### config.mk
export PLATFORM = sky130hd
export DESIGN_NAME = lvt_port_scheduler
export DESIGN_NICKNAME = d
export VERILOG_FILES = /design/src/rtl/lvt_pkg.sv /design/src/rtl/lvt_rd_delay_line.sv /design/src/rtl/lvt_port_scheduler.sv
export SDC_FILE = /design/constraint.sdc
export NUM_CORES = 1
export LEC_CHECK = 0
export ABC_AREA = 1
export CORE_AREA = 3 3 242 244
export CTS_BUF_LIST = sky130_fd_sc_hd__clkbuf_8
export CTS_CLUSTER_SIZE = 40
export DETAILED_ROUTE_END_ITERATION = 7
export DIE_AREA = 0 0 245 247
export GPL_TIMING_DRIVEN = 0
export SLEW_MARGIN = 15
export SYNTH_ARGS = -nofsm -noshare
export SYNTH_HDL_FRONTEND = slang
export SYNTH_SLANG_ARGS = --single-unit
### constraint.sdc
create_clock -name clk -period 1.7 [get_ports clk]
set_input_delay 0.255 -clock clk [delete_from_list [all_inputs] [get_ports clk]]
set_output_delay 0.255 -clock clk [all_outputs]
set_load 0.02 [all_outputs]
### src/rtl/lvt_pkg.sv
// Shared defaults and helpers for the LVT multiported hash memory front end.
package lvt_pkg;

    localparam int LVT_P           = 4;
    localparam int LVT_DATA_WIDTH  = 32;
    localparam int LVT_INDEX_WIDTH = 8;
    localparam int LVT_PORT_W      = $clog2(LVT_P);

    typedef logic [LVT_PORT_W-1:0] port_idx_t;

    // Position of port k in the round-robin order that starts at ptr; 0 is the highest priority.
    function automatic int prio_rank(input int k, input int ptr, input int p);
        return (k - ptr + p) % p;
    endfunction

endpackage

### src/rtl/lvt_rd_delay_line.sv
// P-wide valid shift register: a read enable entering here reappears RD_LAT cycles later.
module lvt_rd_delay_line #(
    parameter int P      = 4,
    parameter int RD_LAT = 2
) (
    input  logic         clk,
    input  logic         reset,
    input  logic [P-1:0] din,
    output logic [P-1:0] dout
);

    logic [RD_LAT:1][P-1:0] vld_pipe;

    // Async clear drops every in-flight read so nothing surfaces after reset release.
    always_ff @(posedge clk or negedge reset) begin
        if (!reset) begin
            vld_pipe <= '0;
        end else begin
            vld_pipe[1] <= din;
            for (int s = 2; s <= RD_LAT; s++) begin
                vld_pipe[s] <= vld_pipe[s-1];
            end
        end
    end

    assign dout = vld_pipe[RD_LAT];

endmodule

### src/rtl/lvt_port_scheduler.sv
// Round-robin hazard scheduler for the P-port LVT memory: grants non-conflicting requests,
// registers them into the port registers and tracks read latency for rsp_valid.
module lvt_port_scheduler
    import lvt_pkg::*;
#(
    parameter int P           = LVT_P,
    parameter int DATA_WIDTH  = LVT_DATA_WIDTH,
    parameter int INDEX_WIDTH = LVT_INDEX_WIDTH,
    parameter int RD_LAT      = 2,
    parameter int CNT_WIDTH   = 16
) (
    input  logic                     clk,
    input  logic                     reset,
    input  logic [P-1:0]             req_valid,
    input  logic [P-1:0]             req_we,
    input  logic [P*INDEX_WIDTH-1:0] req_addr,
    input  logic [P*DATA_WIDTH-1:0]  req_wdata,
    output logic [P-1:0]             req_ready,
    output logic [P-1:0]             mem_wen,
    output logic [P-1:0]             mem_ren,
    output logic [P*INDEX_WIDTH-1:0] mem_addr,
    output logic [P*DATA_WIDTH-1:0]  mem_wdata,
    input  logic [P*DATA_WIDTH-1:0]  mem_rdata,
    output logic [P-1:0]             rsp_valid,
    output logic [P*DATA_WIDTH-1:0]  rsp_data,
    output logic [$clog2(P)-1:0]     rr_ptr,
    output logic [CNT_WIDTH-1:0]     conflict_cnt
);

    localparam int PW = $clog2(P);

    logic [P-1:0][INDEX_WIDTH-1:0] addr_v, addr_q;
    logic [P-1:0][DATA_WIDTH-1:0]  wdata_v, wdata_q;
    logic [P-1:0][P-1:0]           clash;
    logic [P-1:0]                  deny, grant;
    logic                          any_deny;

    assign addr_v  = req_addr;
    assign wdata_v = req_wdata;

    // clash[i][j]: j would block i if j ranked higher (same index, at least one write).
    for (genvar i = 0; i < P; i++) begin : g_row
        for (genvar j = 0; j < P; j++) begin : g_col
            if (i == j) begin : g_self
                assign clash[i][j] = 1'b0;
            end else begin : g_pair
                assign clash[i][j] = req_valid[i] & req_valid[j] &
                                     (addr_v[i] == addr_v[j]) & (req_we[i] | req_we[j]);
            end
        end
    end

    // Denial looks at every valid higher-priority request, granted or not.
    always_comb begin
        deny = '0;
        for (int i = 0; i < P; i++) begin
            for (int j = 0; j < P; j++) begin
                if (clash[i][j] &&
                    prio_rank(j, int'(rr_ptr), P) < prio_rank(i, int'(rr_ptr), P)) begin
                    deny[i] = 1'b1;
                end
            end
        end
    end

    assign grant     = req_valid & ~deny;
    assign req_ready = grant;
    assign any_deny  = |deny;

    // Ungranted ports keep their last addr/wdata so the memory ports see stable values.
    always_ff @(posedge clk or negedge reset) begin
        if (!reset) begin
            mem_wen <= '0;
            mem_ren <= '0;
            addr_q  <= '0;
            wdata_q <= '0;
        end else begin
            mem_wen <= grant & req_we;
            mem_ren <= grant & ~req_we;
            for (int i = 0; i < P; i++) begin
                if (grant[i]) begin
                    addr_q[i]  <= addr_v[i];
                    wdata_q[i] <= wdata_v[i];
                end
            end
        end
    end

    assign mem_addr  = addr_q;
    assign mem_wdata = wdata_q;

    // Rotating on any denial bounds a held request's wait to P cycles.
    always_ff @(posedge clk or negedge reset) begin
        if (!reset) begin
            rr_ptr       <= '0;
            conflict_cnt <= '0;
        end else if (any_deny) begin
            rr_ptr <= (rr_ptr == PW'(P - 1)) ? '0 : rr_ptr + 1'b1;
            if (conflict_cnt != '1) begin
                conflict_cnt <= conflict_cnt + 1'b1;
            end
        end
    end

    lvt_rd_delay_line #(
        .P      (P),
        .RD_LAT (RD_LAT)
    ) u_rd_delay (
        .clk   (clk),
        .reset (reset),
        .din   (mem_ren),
        .dout  (rsp_valid)
    );

    assign rsp_data = mem_rdata;

endmodule

### Word level (Yosys, flattened, before mapping)

Cells that the tools add are included.
Widths: inputs -> output; s select.

| word-level totals | value |
|---|---|
| flip-flop bits (word level) | 194 |
| input bits | 298 |
| output and inout bits | 322 |
| logic and storage cells | 126 |

| operators by class | value |
|---|---|
| add/sub/neg operators | 10 |
| $lt $le $gt $ge | 12 |
| equality and inequality tests | 14 |
| mux-type cells | 13 |
| bitwise operators | 45 |
| reduce and logical (&&, ||, !) cells | 18 |

Operator list:

| operator | number |
|---|---|
| $eq 8x8->1 | 12 |
| $lt 3x3->1 | 12 |
| $and 1x1->1 | 34 |
| $add 3x4->5 const B | 4 |
| $add 16x1->16 const B | 1 |
| $ne 16x16->1 const B | 1 |
| $and 4x4->4 | 3 |
| $logic_and 1x1->1 | 12 |
| $mux 1 | 12 |
| $not 4->4 | 2 |
| $reduce_or 2->1 | 4 |
| $or 1x1->1 | 6 |
| $sub 1x2->3 const A | 2 |
| $sub 2x2->3 const A | 2 |
| $reduce_or 4->1 | 1 |
| $add 2x1->2 const B | 1 |
| $eq 2x2->1 const B | 1 |
| $mux 2 | 1 |
| $reduce_and 2->1 | 1 |

### Logic depth before layout (Yosys ltp)

| depth | value |
|---|---|
| depth in word-level cells | 12 |
| mapped depth | 14 |
| mapped depth without buffers | 13 |

### Hierarchy

Synthesis repeated with hierarchy kept, for this count alone.

| unflattened totals | value |
|---|---|
| cell total of the unflattened synthesis | 1,214 |
| area, all modules | 9,658.0 um2 |

By module, submodules not included:

| module | times used | cells each | area an instance (um2) | seq. area each (um2) |
|---|---|---|---|---|
| lvt_port_scheduler | 1 | 1,202 | 9,427.8 | 4,654.5 |
| lvt_rd_delay_line | 1 | 12 | 230.2 | 200.2 |

### Least setup slack after synthesis

No wires, ideal clock.

| timing | value |
|---|---|
| path kind | reg2reg |
| start | register conflict_cnt[0] |
| end | register conflict_cnt[10] |
| library setup time | 118 ps |
| arrival | 1,766 ps |
| required time | 1,582 ps |
| path slack | -184 ps |
| stages on the path, launching flop included | 12 |
| buffers on the path | 1 |
| clock period less this slack | 1,884 ps |
| cell sequence | dfrtp_1 > ha_1 > nand3_1 > nor3_2 > inv_2 > nor2_4 > nand3_2 > nor2_2 > inv_2 > buf_2 > nand3_1 > nand2_1 |

| on the way | value |
|---|---|
| word-level cells in the longest chain between the ends | 2 |
| elaborated cells between the ends (all ways) | 3 |
| those cells by class | 1 x add/sub; 1 x eq/ne; 1 x reduce/logical |

RTL lines:

| item | RTL line | RTL |
|---|---|---|
| start, declared | lvt_port_scheduler.sv:27 | `output logic [CNT_WIDTH-1:0] conflict_cnt` |
| start signal, assigned | lvt_port_scheduler.sv:100 | `conflict_cnt <= conflict_cnt + 1'b1;` |
| parallel branches: the longest is 2 deep, another holds $add 16x1->16 | - |  |

Parallel ways; which one is timed is not known.
A chain may end at the register's enable or synchronous reset.

### Worst setup path in the final report

| timing | value |
|---|---|
| start | input port req_addr[28] |
| end | output port req_ready[3] |

| on the way | value |
|---|---|
| word-level cells in the longest chain between the ends | 9 |
| elaborated cells between the ends (all ways) | 17 |
| those cells by class | 3 x eq/ne; 3 x mux; 8 x bitwise; 3 x reduce/logical |

RTL lines:

| item | RTL line | RTL |
|---|---|---|
| start, declared | lvt_port_scheduler.sv:16 | `input logic [P*INDEX_WIDTH-1:0] req_addr,` |
| $eq 8x8->1 | lvt_port_scheduler.sv:48 | `(addr_v[i] == addr_v[j]) & (req_we[i] \| req_we[j]);` |
| $and 1x1->1 | lvt_port_scheduler.sv:47 | `assign clash[i][j] = req_valid[i] & req_valid[j] &` |
| $and 1x1->1 | lvt_port_scheduler.sv:48 |  |
| $logic_and 1x1->1 | lvt_port_scheduler.sv:58 | `if (clash[i][j] &&` |
| $mux 1 (2 in series) | lvt_port_scheduler.sv:58 |  |
| $mux 1 * | lvt_port_scheduler.sv:58 |  |
| $not 4->4 * | lvt_port_scheduler.sv:66 | `assign grant = req_valid & ~deny;` |
| $and 4x4->4 * | lvt_port_scheduler.sv:66 |  |
| end, declared | lvt_port_scheduler.sv:18 | `output logic [P-1:0] req_ready,` |

Mark *: on every way between the ends. The rest lies on a longest branch, timed or not.

==> impl_metrics.csv <==
group,metric,value,unit
timing,setup_slack,-0.620,ns
critical_path,startpoint_type,"input pin",
pwr,vdd.ir_drop.worst,488,uV
global_routing,grt_antenna_before_repair,28,
routing,drtPass1Iterations,7,
die,row_count,87,
cts,numCtsBuffers,17,
routing,vias,9709,
timing,grt_setup_unrepaired,"true",
die,die_w,245,um
placed_design,gp_congestion,0.838,
pwr,power.static_leakage,8.67,nW
finish,fill_cells,5991,
logic_synthesis,synth_mux_area_share,0,%
logic_synthesis,synth_compound_gate_area_share,2.18,%
critical_path,rr_worst_depth,17,
cts,insertion_delay,0.54,ns
cts,clkTransAtPathRegs,0.09,ns
cts,cts.sinks,194,
timing,slew_violations,0,
timing,clock_skew,0.0150,ns
global_routing,grt_pass1_wl,59.0,mm
routing,routed_wl,42.6,mm
finish,utilization,30.0,%
timing,tightest_slew,0.479,ns
logic_synthesis,ys_seq_area_share,51.2,%
logic_synthesis,synth_fa_ha_area_share,0.792,%
cts,clk_path_buf_depth,2,
pwr,power,0.0123,W
global_routing,grtUsageTotal,13.3,%
timing,timing.fmax,431,MHz
critical_path,crit_fanout,6,
logic_synthesis,avgSynthCellArea,7.96,sq um
global_routing,grt_start_max_net_pins,80,
critical_path,cp.arrival,2.06,ns
finish,layout.nets,2056,
pwr,powerDensity,726,nW/um^2
global_routing,grt_pass1_vias,9411,
timing,hold_ws,0.0309,ns
critical_path,worstSetupEndpointType,"output port",
routing,route.detailed.drc,0,
logic_synthesis,yosys-top-cells-area,"dfrtp_1 (51%), nand2_1 (23%), buf_4 (11%)",
logic_synthesis,synthXorXnorAreaFrac,1.66,%
global_routing,grt-ovfl-total,0,
logic_synthesis,synth_top_family_by_area,"simple AND/OR/NAND/NOR gates",
logic_synthesis,netlist.area_leader.share,51.2,%
routing,drtAntennaViolNets,0,
placed_design,dpl_worst_slack,-1.58,ns
logic_synthesis,postSynthCellCount,1190,
logic_synthesis,synth_seq_cells,194,
die,die_h,247,um
cts,cts_tree,"yes",
logic_synthesis,ys_types,28,
timing,final.min_clock_period,2.32,ns
placed_design,numPortBuffers,491,
timing,slew_headroom,68.0,%
logic_synthesis,syn_area,9470,sq um
die,coreArea,56500,sq um
cts,clockRootBuffer,"clkbuf_8",
logic_synthesis,yosys.area.top_type,"dfrtp_1",
worst_hold_path,hold_path.class,"in -> reg",
timing,hold_viol_final,0,
timing,fin_tns_setup,-33.26,ns
timing,post-route-period-util,136,%
finish,drive_gt1_share,23.1,%
routing,drt_iter0_drc,497,
die,ioPinCount,620,
critical_path,required,1.44,ns
finish,areaGrowthSynthToFinish,79.0,%
status,violations,"setup timing",
die,start_util,16.8,%
status,status,"finished, violations left",
placed_design,dp_hpwl,33.4,mm
logic_synthesis,ys_warn_count,0,
die,dieArea,60500,sq um
logic_synthesis,syn_nets,1494,
routing,viasPerCell,3.84,
flow_run,cap_violations,0,
worst_hold_path,worstHoldPathCells,2,
cts,htreeDepth,4,
routing,wl_per_cell,16.8,um
critical_path,crit_type,"in -> out",
logic_synthesis,synthSimpleGateAreaFrac,29.1,%
timing,setup_viol,168,
[stage by stage]
stage	instances	cell area, sq um
global placement	2437	15400
CTS	2499	16100
floorplan	1190	9520
global route	2523	16900
finish	2527	17000
detailed placement	2439	15400
[synth_stat cells]
| cell | number |
|---|---|
| a31oi_1 | 1 |
| nand3_2 | 1 |
| nor3_2 | 1 |
| nor3_1 | 3 |
| nor2_2 | 2 |
| buf_2 | 33 |
| nand2_1 | 591 |
| ha_1 | 6 |
| inv_1 | 50 |
| nor3b_2 | 1 |
| xor2_1 | 12 |
| o21ai_1 | 10 |
| buf_6 | 1 |
| nand2_2 | 4 |
| xnor2_1 | 6 |
| o21ai_0 | 25 |
| dfrtp_1 | 194 |
| nand3_1 | 41 |
| nor3b_1 | 1 |
| nand3b_1 | 1 |
| buf_4 | 134 |
| inv_2 | 14 |
| nor2_4 | 1 |
| nand2_4 | 1 |
| nand4_1 | 7 |
| nor4_1 | 1 |
| a21oi_1 | 5 |
| nor2_1 | 43 |
[cells in the final DEF, fill, tap and decap left out, types with 15 or more instances in the layout]
master / n
nor2_1: 31
nand2_2: 35
nand3_2: 15
nand2_1: 544
inv_1: 28
clkdlybuf4s50_1: 262
o21ai_1: 25
inv_2: 30
dlymetal6s2s_1: 18
buf_4: 154
clkdlybuf4s15_2: 15
dlygate4sd2_1: 178
nand3_1: 25
clkbuf_8: 17
dfrtp_1: 190
nand2_4: 17
buf_6: 39
[critical path, cell delays in order]
cell and delay (ns):
clkdlybuf4s50_1 0.57, inv_2 0.10, nand2_1 0.08, nand4_1 0.10, nor2_2 0.20, nand3_2 0.14, nand3_2 0.13, inv_2 0.05
nand2_4 0.09, inv_4 0.07, buf_8 0.12, buf_4 0.15
[metal layers]
metal | vias up | share of wire (%) | GRT usage, %
li1 | 4642 | - | -
met1 | 4561 | 39 | 15.5
met2 | 417 | 50 | 22.3
met3 | 71 | 8.3 | 4.60
met4 | 18 | 2.4 | 5.12
met5 | - | 0.27 | 0
[logic make-up (layout without fill, tap and decap cells)]
logic type               count (synthesis)  count (layout)
AND/OR/NAND/NOR                        699             699
buffers and inverters                  232             806
XOR/XNOR                                18              18
flip-flops                             194             194
other                                    0               7
adder cells (fa/ha/maj)                  6               6
AO/OA/AOI/OAI                           41              41
[state kept, by name, indices dropped and copies added (netlist names)]
signal	count
mem_ren	4
mem_addr	32
mem_wdata	128
conflict_cnt	16
u_rd_delay.dout	4
mem_wen	4
u_rd_delay.vld_pipe	4
rr_ptr	2
[final timing paths]
check                                  startpoint                 end  slack, ns
max                                  req_addr[28]        req_ready[3]      -0.62
min                                     req_we[3]          mem_ren[3]       0.03
max reg2reg                             rr_ptr[1]       mem_wdata[58]      -0.52
min reg2reg                u_rd_delay.vld_pipe[3]  u_rd_delay.dout[3]       0.36
max in group asynchronous                   reset       mem_wdata[71]       0.36
min in group asynchronous                   reset       mem_wdata[51]       0.17
[area by class of cell]
cell class,instances,area [sq um],share of cell area [%]
antenna,7,17.5,0.103
inverter,64,282,1.66
clock inverter,14,124,0.731
timing repair buffer,542,5390,31.8
multi-input combinational,764,3630,21.4
timing repair inverter,1,20.0,0.118
buffer,168,1460,8.59
sequential,194,4860,28.7
tap,756,946,5.58
clock buffer,17,234,1.38
[timing repair]
action,in CTS,in global routing
pin swaps,7,27
setup endpoints to repair,380,195
endpoints found under the hold margin,115,2
gates cloned,2,8
resized for setup,380,195
hold buffers,1,2
setup buffers,29,16
[where the power goes]
part           leakage, nW  internal, W  switching [W]
sequential            2.39      0.00502       0.000277
combinational         6.10      0.00190        0.00213
clock                0.182      0.00105        0.00194
total                 8.67      0.00796        0.00435
Note: power is estimated with default switching activity, not from simulation.
